$ cat src/rtl/vga_axil_regs.sv
// vga_axil_regs: AXI-Lite slave register file for the VGA pipeline.
// Decodes addr[4:2] into 32-bit word registers (CTRL, BG_COLOR, SCRATCH, FRAME_CNT).
// It runs the AW/W/B and AR/R handshakes as two independent FSMs.
// It exports the static pixel-stage controls and counts frame_start pulses.
// Optional feature: define VGA_AXIL_REGS_IRQ_EN to add STATUS (0x10, W1C frame_pend),
// IRQ_EN (0x14) and the registered irq output.
module vga_axil_regs #(
    parameter int ADDR_W = 8,
    parameter int DATA_W = 32
) (
    input  logic                  clk,
    input  logic                  arst,
    input  logic [ADDR_W-1:0]     awaddr,
    input  logic                  awvalid,
    output logic                  awready,
    input  logic [DATA_W-1:0]     wdata,
    input  logic [DATA_W/8-1:0]   wstrb,
    input  logic                  wvalid,
    output logic                  wready,
    output logic [1:0]            bresp,
    output logic                  bvalid,
    input  logic                  bready,
    input  logic [ADDR_W-1:0]     araddr,
    input  logic                  arvalid,
    output logic                  arready,
    output logic [DATA_W-1:0]     rdata,
    output logic [1:0]            rresp,
    output logic                  rvalid,
    input  logic                  rready,
    input  logic                  frame_start,
    output logic                  vga_en,
    output logic                  vga_test_pattern,
    output logic [11:0]           vga_bg_rgb
`ifdef VGA_AXIL_REGS_IRQ_EN
    ,
    output logic                  irq
`endif
);

    if (DATA_W != 32) begin : g_bad_data_w
        $fatal(1, "vga_axil_regs: DATA_W must be 32");
    end
    if (ADDR_W < 5) begin : g_bad_addr_w
        $fatal(1, "vga_axil_regs: ADDR_W must be at least 5 to decode addr[4:2]");
    end

    localparam logic [1:0] RESP_OKAY   = 2'b00;
    localparam logic [1:0] RESP_SLVERR = 2'b10;

    // Word index (addr[4:2]) of each register.
    localparam logic [2:0] REG_CTRL      = 3'd0;
    localparam logic [2:0] REG_BG_COLOR  = 3'd1;
    localparam logic [2:0] REG_SCRATCH   = 3'd2;
    localparam logic [2:0] REG_FRAME_CNT = 3'd3;
`ifdef VGA_AXIL_REGS_IRQ_EN
    localparam logic [2:0] REG_STATUS    = 3'd4;
    localparam logic [2:0] REG_IRQ_EN    = 3'd5;
`endif

    typedef enum logic {W_COLLECT, W_RESP} w_state_e;
    typedef enum logic {R_IDLE, R_RESP}    r_state_e;

    // Write path state.
    w_state_e              w_state_q, w_state_d;
    logic                  awready_q, awready_d;
    logic                  wready_q, wready_d;
    logic                  aw_held_q, aw_held_d;
    logic                  w_held_q, w_held_d;
    logic [2:0]            waddr_q, waddr_d;
    logic [DATA_W-1:0]     wdata_q, wdata_d;
    logic [DATA_W/8-1:0]   wstrb_q, wstrb_d;
    logic                  bvalid_q, bvalid_d;
    logic [1:0]            bresp_q, bresp_d;

    // Configuration registers.
    logic [1:0]            ctrl_q, ctrl_d;
    logic [11:0]           bg_q, bg_d;
    logic [31:0]           scratch_q, scratch_d;
    logic [31:0]           frame_cnt_q, frame_cnt_d;
`ifdef VGA_AXIL_REGS_IRQ_EN
    logic                  frame_pend_q, frame_pend_d;
    logic                  irq_en_q, irq_en_d;
    logic                  irq_q, irq_d;
`endif

    // Read path state.
    r_state_e              r_state_q, r_state_d;
    logic                  arready_q, arready_d;
    logic                  rvalid_q, rvalid_d;
    logic [DATA_W-1:0]     rdata_q, rdata_d;
    logic [1:0]            rresp_q, rresp_d;

    // Handshakes and the effective write beat (held copy or live bus).
    logic                  aw_hs, w_hs, ar_hs;
    logic                  aw_have, w_have;
    logic [2:0]            wa_eff;
    logic [DATA_W-1:0]     wd_eff;
    logic [DATA_W/8-1:0]   ws_eff;
    logic                  wr_ok;
    logic [DATA_W-1:0]     rd_val;
    logic                  rd_err;

    // Only addr[4:2] is decoded; the rest of both address buses is ignored.
    logic                  unused_addr_bits;
    assign unused_addr_bits = ^{awaddr, araddr};

    assign aw_hs   = awvalid & awready_q;
    assign w_hs    = wvalid & wready_q;
    assign ar_hs   = arvalid & arready_q;
    assign aw_have = aw_held_q | aw_hs;
    assign w_have  = w_held_q | w_hs;
    assign wa_eff  = aw_held_q ? waddr_q : awaddr[4:2];
    assign wd_eff  = w_held_q ? wdata_q : wdata;
    assign ws_eff  = w_held_q ? wstrb_q : wstrb;

    // True for word indices that accept writes; FRAME_CNT and holes do not.
    function automatic logic wr_mapped(input logic [2:0] idx);
        case (idx)
            REG_CTRL, REG_BG_COLOR, REG_SCRATCH: return 1'b1;
`ifdef VGA_AXIL_REGS_IRQ_EN
            REG_STATUS, REG_IRQ_EN:              return 1'b1;
`endif
            default:                             return 1'b0;
        endcase
    endfunction

    // Write FSM: collect AW and W in any order, commit, then hold B until accepted.
    always_comb begin
        // NOTE: every signal gets its hold value first, so no branch leaves one unassigned and infers a latch.
        w_state_d = w_state_q;
        awready_d = awready_q;
        wready_d  = wready_q;
        aw_held_d = aw_held_q;
        w_held_d  = w_held_q;
        waddr_d   = waddr_q;
        wdata_d   = wdata_q;
        wstrb_d   = wstrb_q;
        bvalid_d  = bvalid_q;
        bresp_d   = bresp_q;
        ctrl_d    = ctrl_q;
        bg_d      = bg_q;
        scratch_d = scratch_q;
        wr_ok     = 1'b0;
`ifdef VGA_AXIL_REGS_IRQ_EN
        frame_pend_d = frame_pend_q;
        irq_en_d     = irq_en_q;
`endif
        unique case (w_state_q)
            W_COLLECT: begin
                if (aw_hs) begin
                    aw_held_d = 1'b1;
                    waddr_d   = awaddr[4:2];
                end
                if (w_hs) begin
                    w_held_d = 1'b1;
                    wdata_d  = wdata;
                    wstrb_d  = wstrb;
                end
                if (aw_have && w_have) begin
                    // Both halves present: commit on this edge and raise B next cycle.
                    wr_ok     = wr_mapped(wa_eff) && (ws_eff == '1);
                    bresp_d   = wr_ok ? RESP_OKAY : RESP_SLVERR;
                    bvalid_d  = 1'b1;
                    awready_d = 1'b0;
                    wready_d  = 1'b0;
                    w_state_d = W_RESP;
                    if (wr_ok) begin
                        case (wa_eff)
                            REG_CTRL:     ctrl_d    = wd_eff[1:0];
                            REG_BG_COLOR: bg_d      = wd_eff[11:0];
                            REG_SCRATCH:  scratch_d = wd_eff;
`ifdef VGA_AXIL_REGS_IRQ_EN
                            REG_STATUS:   frame_pend_d = frame_pend_q & ~wd_eff[0];
                            REG_IRQ_EN:   irq_en_d     = wd_eff[0];
`endif
                            default:      ;
                        endcase
                    end
                end else begin
                    // Keep accepting whichever half is still missing.
                    awready_d = ~aw_have;
                    wready_d  = ~w_have;
                end
            end
            W_RESP: begin
                if (bready) begin
                    bvalid_d  = 1'b0;
                    aw_held_d = 1'b0;
                    w_held_d  = 1'b0;
                    awready_d = 1'b1;
                    wready_d  = 1'b1;
                    w_state_d = W_COLLECT;
                end
            end
            default: w_state_d = W_COLLECT;
        endcase
`ifdef VGA_AXIL_REGS_IRQ_EN
        // A frame_start in the same cycle as a W1C clear wins.
        frame_pend_d = frame_pend_d | frame_start;
        irq_d        = frame_pend_d & irq_en_d;
`endif
    end

    // Frame counter: free-running, wraps naturally at 2^32.
    always_comb begin
        frame_cnt_d = frame_cnt_q + {31'd0, frame_start};
    end

    // Read decode from current register values (a same-cycle write is not yet visible).
    always_comb begin
        rd_val = '0;
        rd_err = 1'b0;
        case (araddr[4:2])
            REG_CTRL:      rd_val = {30'd0, ctrl_q};
            REG_BG_COLOR:  rd_val = {20'd0, bg_q};
            REG_SCRATCH:   rd_val = scratch_q;
            REG_FRAME_CNT: rd_val = frame_cnt_q;
`ifdef VGA_AXIL_REGS_IRQ_EN
            REG_STATUS:    rd_val = {31'd0, frame_pend_q};
            REG_IRQ_EN:    rd_val = {31'd0, irq_en_q};
`endif
            default:       rd_err = 1'b1;
        endcase
    end

    // Read FSM: accept AR when idle, then hold R until accepted.
    always_comb begin
        r_state_d = r_state_q;
        arready_d = arready_q;
        rvalid_d  = rvalid_q;
        rdata_d   = rdata_q;
        rresp_d   = rresp_q;
        unique case (r_state_q)
            R_IDLE: begin
                arready_d = 1'b1;
                if (ar_hs) begin
                    rdata_d   = rd_val;
                    rresp_d   = rd_err ? RESP_SLVERR : RESP_OKAY;
                    rvalid_d  = 1'b1;
                    arready_d = 1'b0;
                    r_state_d = R_RESP;
                end
            end
            R_RESP: begin
                if (rready) begin
                    rvalid_d  = 1'b0;
                    arready_d = 1'b1;
                    r_state_d = R_IDLE;
                end
            end
            default: r_state_d = R_IDLE;
        endcase
    end

    // Write path and configuration registers.
    always_ff @(posedge clk or posedge arst) begin
        if (arst) begin
            w_state_q <= W_COLLECT;
            awready_q <= 1'b0;
            wready_q  <= 1'b0;
            aw_held_q <= 1'b0;
            w_held_q  <= 1'b0;
            waddr_q   <= '0;
            wdata_q   <= '0;
            wstrb_q   <= '0;
            bvalid_q  <= 1'b0;
            bresp_q   <= RESP_OKAY;
            ctrl_q    <= '0;
            bg_q      <= '0;
            scratch_q <= '0;
`ifdef VGA_AXIL_REGS_IRQ_EN
            frame_pend_q <= 1'b0;
            irq_en_q     <= 1'b0;
            irq_q        <= 1'b0;
`endif
        end else begin
            // NOTE: non-blocking assignments so every flop samples the pre-edge values of the others.
            w_state_q <= w_state_d;
            awready_q <= awready_d;
            wready_q  <= wready_d;
            aw_held_q <= aw_held_d;
            w_held_q  <= w_held_d;
            waddr_q   <= waddr_d;
            wdata_q   <= wdata_d;
            wstrb_q   <= wstrb_d;
            bvalid_q  <= bvalid_d;
            bresp_q   <= bresp_d;
            ctrl_q    <= ctrl_d;
            bg_q      <= bg_d;
            scratch_q <= scratch_d;
`ifdef VGA_AXIL_REGS_IRQ_EN
            frame_pend_q <= frame_pend_d;
            irq_en_q     <= irq_en_d;
            irq_q        <= irq_d;
`endif
        end
    end

    // Read path registers.
    always_ff @(posedge clk or posedge arst) begin
        if (arst) begin
            r_state_q <= R_IDLE;
            arready_q <= 1'b0;
            rvalid_q  <= 1'b0;
            rdata_q   <= '0;
            rresp_q   <= RESP_OKAY;
        end else begin
            r_state_q <= r_state_d;
            arready_q <= arready_d;
            rvalid_q  <= rvalid_d;
            rdata_q   <= rdata_d;
            rresp_q   <= rresp_d;
        end
    end

    // Frame counter register.
    always_ff @(posedge clk or posedge arst) begin
        if (arst) begin
            frame_cnt_q <= '0;
        end else begin
            frame_cnt_q <= frame_cnt_d;
        end
    end

    assign awready          = awready_q;
    assign wready           = wready_q;
    assign bvalid           = bvalid_q;
    assign bresp            = bresp_q;
    assign arready          = arready_q;
    assign rvalid           = rvalid_q;
    assign rdata            = rdata_q;
    assign rresp            = rresp_q;
    assign vga_en           = ctrl_q[0];
    assign vga_test_pattern = ctrl_q[1];
    assign vga_bg_rgb       = bg_q;
`ifdef VGA_AXIL_REGS_IRQ_EN
    assign irq              = irq_q;
`endif

endmodule

$ cat config.mk
export PLATFORM = sky130hd
export DESIGN_NAME = vga_axil_regs
export DESIGN_NICKNAME = d
export VERILOG_FILES = /design/src/rtl/vga_axil_regs.sv
export SDC_FILE = /design/constraint.sdc
export NUM_CORES = 1
export LEC_CHECK = 0
export ABC_CLOCK_PERIOD_IN_PS = 12100
export BUFFER_PORTS_ARGS = -buffer_cell sky130_fd_sc_hd__buf_2
export CAP_MARGIN = 20
export CORE_UTILIZATION = 42
export DETAILED_ROUTE_END_ITERATION = 12
export GPL_ROUTABILITY_DRIVEN = 0
export PLACE_DENSITY_LB_ADDON = 0.15
export SYNTH_ARGS = -nofsm -noshare
export SYNTH_HDL_FRONTEND = slang
export SYNTH_SLANG_ARGS = --single-unit
$ cat constraint.sdc
create_clock -name clk -period 12.1 [get_ports clk]
set_input_delay 2.42 -clock clk [delete_from_list [all_inputs] [get_ports clk]]
set_output_delay 2.42 -clock clk [all_outputs]
set_load 0.05 [all_outputs]
==> impl_metrics.ini <==
[critical_path]
r2r_start = w_held_q
worstSetupPathType = in -> reg
r2r_cells = 4
crit_start = wstrb[1]
reg2reg_to = scratch_q[29]
crit_required_ps = 12400
crit_path_end_kind = flop
worstSetupEndpoint = scratch_q[29]
worstPathMaxFanout = 32
cp-start-kind = input pin
rrSetupSlack_ps = 9560
cp.arrival_ps = 3950

[synth]
syn-cell-area_um2 = 7213
synth_seq_cells = 160
synthAdderAreaFrac_pct = 0.3469
synth_top_family_by_area = multiplexers
ys_seq_area_share_pct = 55.51
synth_cell_types = 51
muxShareOfSynthArea_pct = 21.58
synth_compound_area_share_pct = 7.268
synth-xor-area-share_pct = 3.643
netlist_instances = 553
yosys_warnings = 0
syn_avg_cell_area_um2 = 13.04
synthSimpleGateAreaFrac_pct = 8.708
synth-edff-count = 0
synthFlopType = dfrtp_1
ys_async_sr_fraction_pct = 100.0

[clock_tree]
cts_hold_buf = 0
ctsLongestPathBuffers = 2
cts_root_buffer = clkbuf_16
h-tree-depth = 4
post_cts.repair.setup_buffers = 0
cts_resized = 0
numCtsBuffers = 17
clock_latency_ps = 430
cts.sinks = 160
cts_tree = done
clk_pin_slew_worst_paths_ps = 60

[sta]
fmax_mhz = 274.3
drv_slew = 0
setup_slack_ps = 8454
rsz0062_at_grt = no
fin_tns_setup_ps = 0
finClkSkew_ps = 6.737
worst_slew_pin_slew_ps = 1049
hold_slack_ps = 473.5
fin_crit_ps = 3646
maxSlewHeadroom_pct = 30.04
fin_crit_sh_pct = 30.13
hold_violations = 0
setup_viol = 0

[die]
start_util_pct = 43.19
die_area_um2 = 17700
fp.dieH_um = 133.1
fp-row-count = 47
pin_count = 115
core_area_um2 = 16700
die_width_um = 133.1

[detailed_routing]
wl_per_cell_um = 16.95
final_antenna_net_count = 0
wirelength_um = 14940
route.detailed.drc = 0
drt-pass1-iter-count = 4
vias = 4608
drt-initial-drc-count = 239
via_per_inst = 5.230

[placement]
hpwl_um = 10140
io_buffers = 102
place_worst_setup_slack_ps = 7971

[cells_and_area]
multi_input_area_um2 = 3014
nFillCells = 1484
nets = 710
ff_latch_area_um2 = 4004
antenna_cells = 0
drive_gt1_share_pct = 38.12
synthToLayoutAreaGrowth_pct = 18.70

[flow_run]
drv_cap = 0

[status]
outcome = finished, final reports clean

[power]
total_leakage_power_uw = 0.004074
peakVddDrop_mv = 0.1107
power_density_nw_per_um2 = 236.8

[global_routing]
grt_pass1_wl_um = 24940
gr-total-overflow = 0
antenna_found_initial = 0
grt_max_degree = 91
grt_use_total_pct = 18.05
grt_pass1_vias = 4882

[min_path]
hold_class = reg -> reg
metal layers:
metal	GRT usage (%)	vias up	routed length [µm]
li1	-	2176	-
met1	24.57	2335	7163
met2	28.18	83	7032
met3	3.908	14	520
met4	6.897	0	219
met5	0	-	0
critical path, cell delays in order:
cell      delay [ps]
buf_2             90
nand2_1          100
nor4_4           370
o2111a_4         560
mux2_1           380
layout by cell type (no fill, tap or decap), types with 7 or more instances in the layout:
cell type and n:
mux2_4 10, a22oi_1 30, mux2_1 37, buf_2 102, dfrtp_1 160, mux2_2 83
nand3_1 12, bufinv_16 7, nand2_1 50, nor2_1 9, o21ai_0 34, xnor2_1 26
nand4_1 9, clkbuf_16 17
cell families after synthesis:
logic type | count (synthesis)
AO/OA/AOI/OAI | 78
XOR/XNOR | 30
adder cells (fa/ha/maj) | 2
buffers and inverters | 37
flip-flops | 160
multiplexers | 133
other | 1
AND/OR/NAND/NOR | 112
state kept, by name, summed over array words and instances (netlist names):
name and cells:
scratch_q 32, bvalid 1, r_state_q 1, rdata 32, rvalid 1, wready 1
rresp 1, arready 1, w_state_q 1, vga_bg_rgb 12, w_held_q 1, frame_cnt_q 32
awready 1, aw_held_q 1, bresp 1, wdata_q 32, waddr_q 3, wstrb_q 4
ctrl_q 2
how the worst min path moves through the flow:
stage | to | depth (start not counted) | slack [ps] | start
after floorplan | frame_cnt_q[31] | 1 | 450 | frame_cnt_q[31]
after global placement | rvalid | 2 | 460 | rvalid
after detailed placement | bvalid | 1 | 460 | bvalid
after CTS | rdata[16] | 2 | 480 | rdata[16]
after global routing | scratch_q[11] | 1 | 500 | scratch_q[11]
final | rdata[16] | 2 | 470 | rdata[16]
layout make-up:
class                           instances  share of cell area (%)
Tap cell                              220                   3.215
Timing Repair Buffer                  106                   6.313
Clock inverter                         14                   3.054
Clock buffer                           18                   5.129
Multi-Input combinational cell        357                   35.20
Sequential cell                       160                   46.76
Inverter                                6                  0.3215
Yosys cell counts, drive strengths merged, types with 6 or more instances:
| library cell | count | area share, % |
|---|---|---|
| inv | 6 | 0.31 |
| clkbuf | 16 | 0.83 |
| buf | 15 | 1.8 |
| dfrtp | 160 | 56 |
| nand3 | 13 | 0.90 |
| mux2 | 130 | 21 |
| xnor2 | 26 | 3.2 |
| nor2 | 11 | 0.64 |
| a22oi | 30 | 3.1 |
| o21ai | 34 | 2.4 |
| nand4 | 11 | 1.2 |
| nand2 | 50 | 2.6 |
power by group:
group          switching (µW)  total (µW)  internal [µW]
Combinational             327         581            254
Sequential                120         816            696
Clock                     217         631            413
Total                     664        2030           1360
through the flow:
stage | std cells | cell area, µm² | total power [µW] | util (%)
2_1_floorplan | 554 | 7217 | 1262 | -
3_3_place_gp | 849 | 7861 | 1388 | 47.07
3_5_place_dp | 849 | 7861 | 1412 | 47.07
4_1_cts | 881 | 8562 | 2048 | 51.27
5_1_grt | 881 | 8562 | 2132 | 51.27
6_report | 881 | 8562 | 2028 | 51.27
Note: power is estimated with default switching activity, not from simulation.
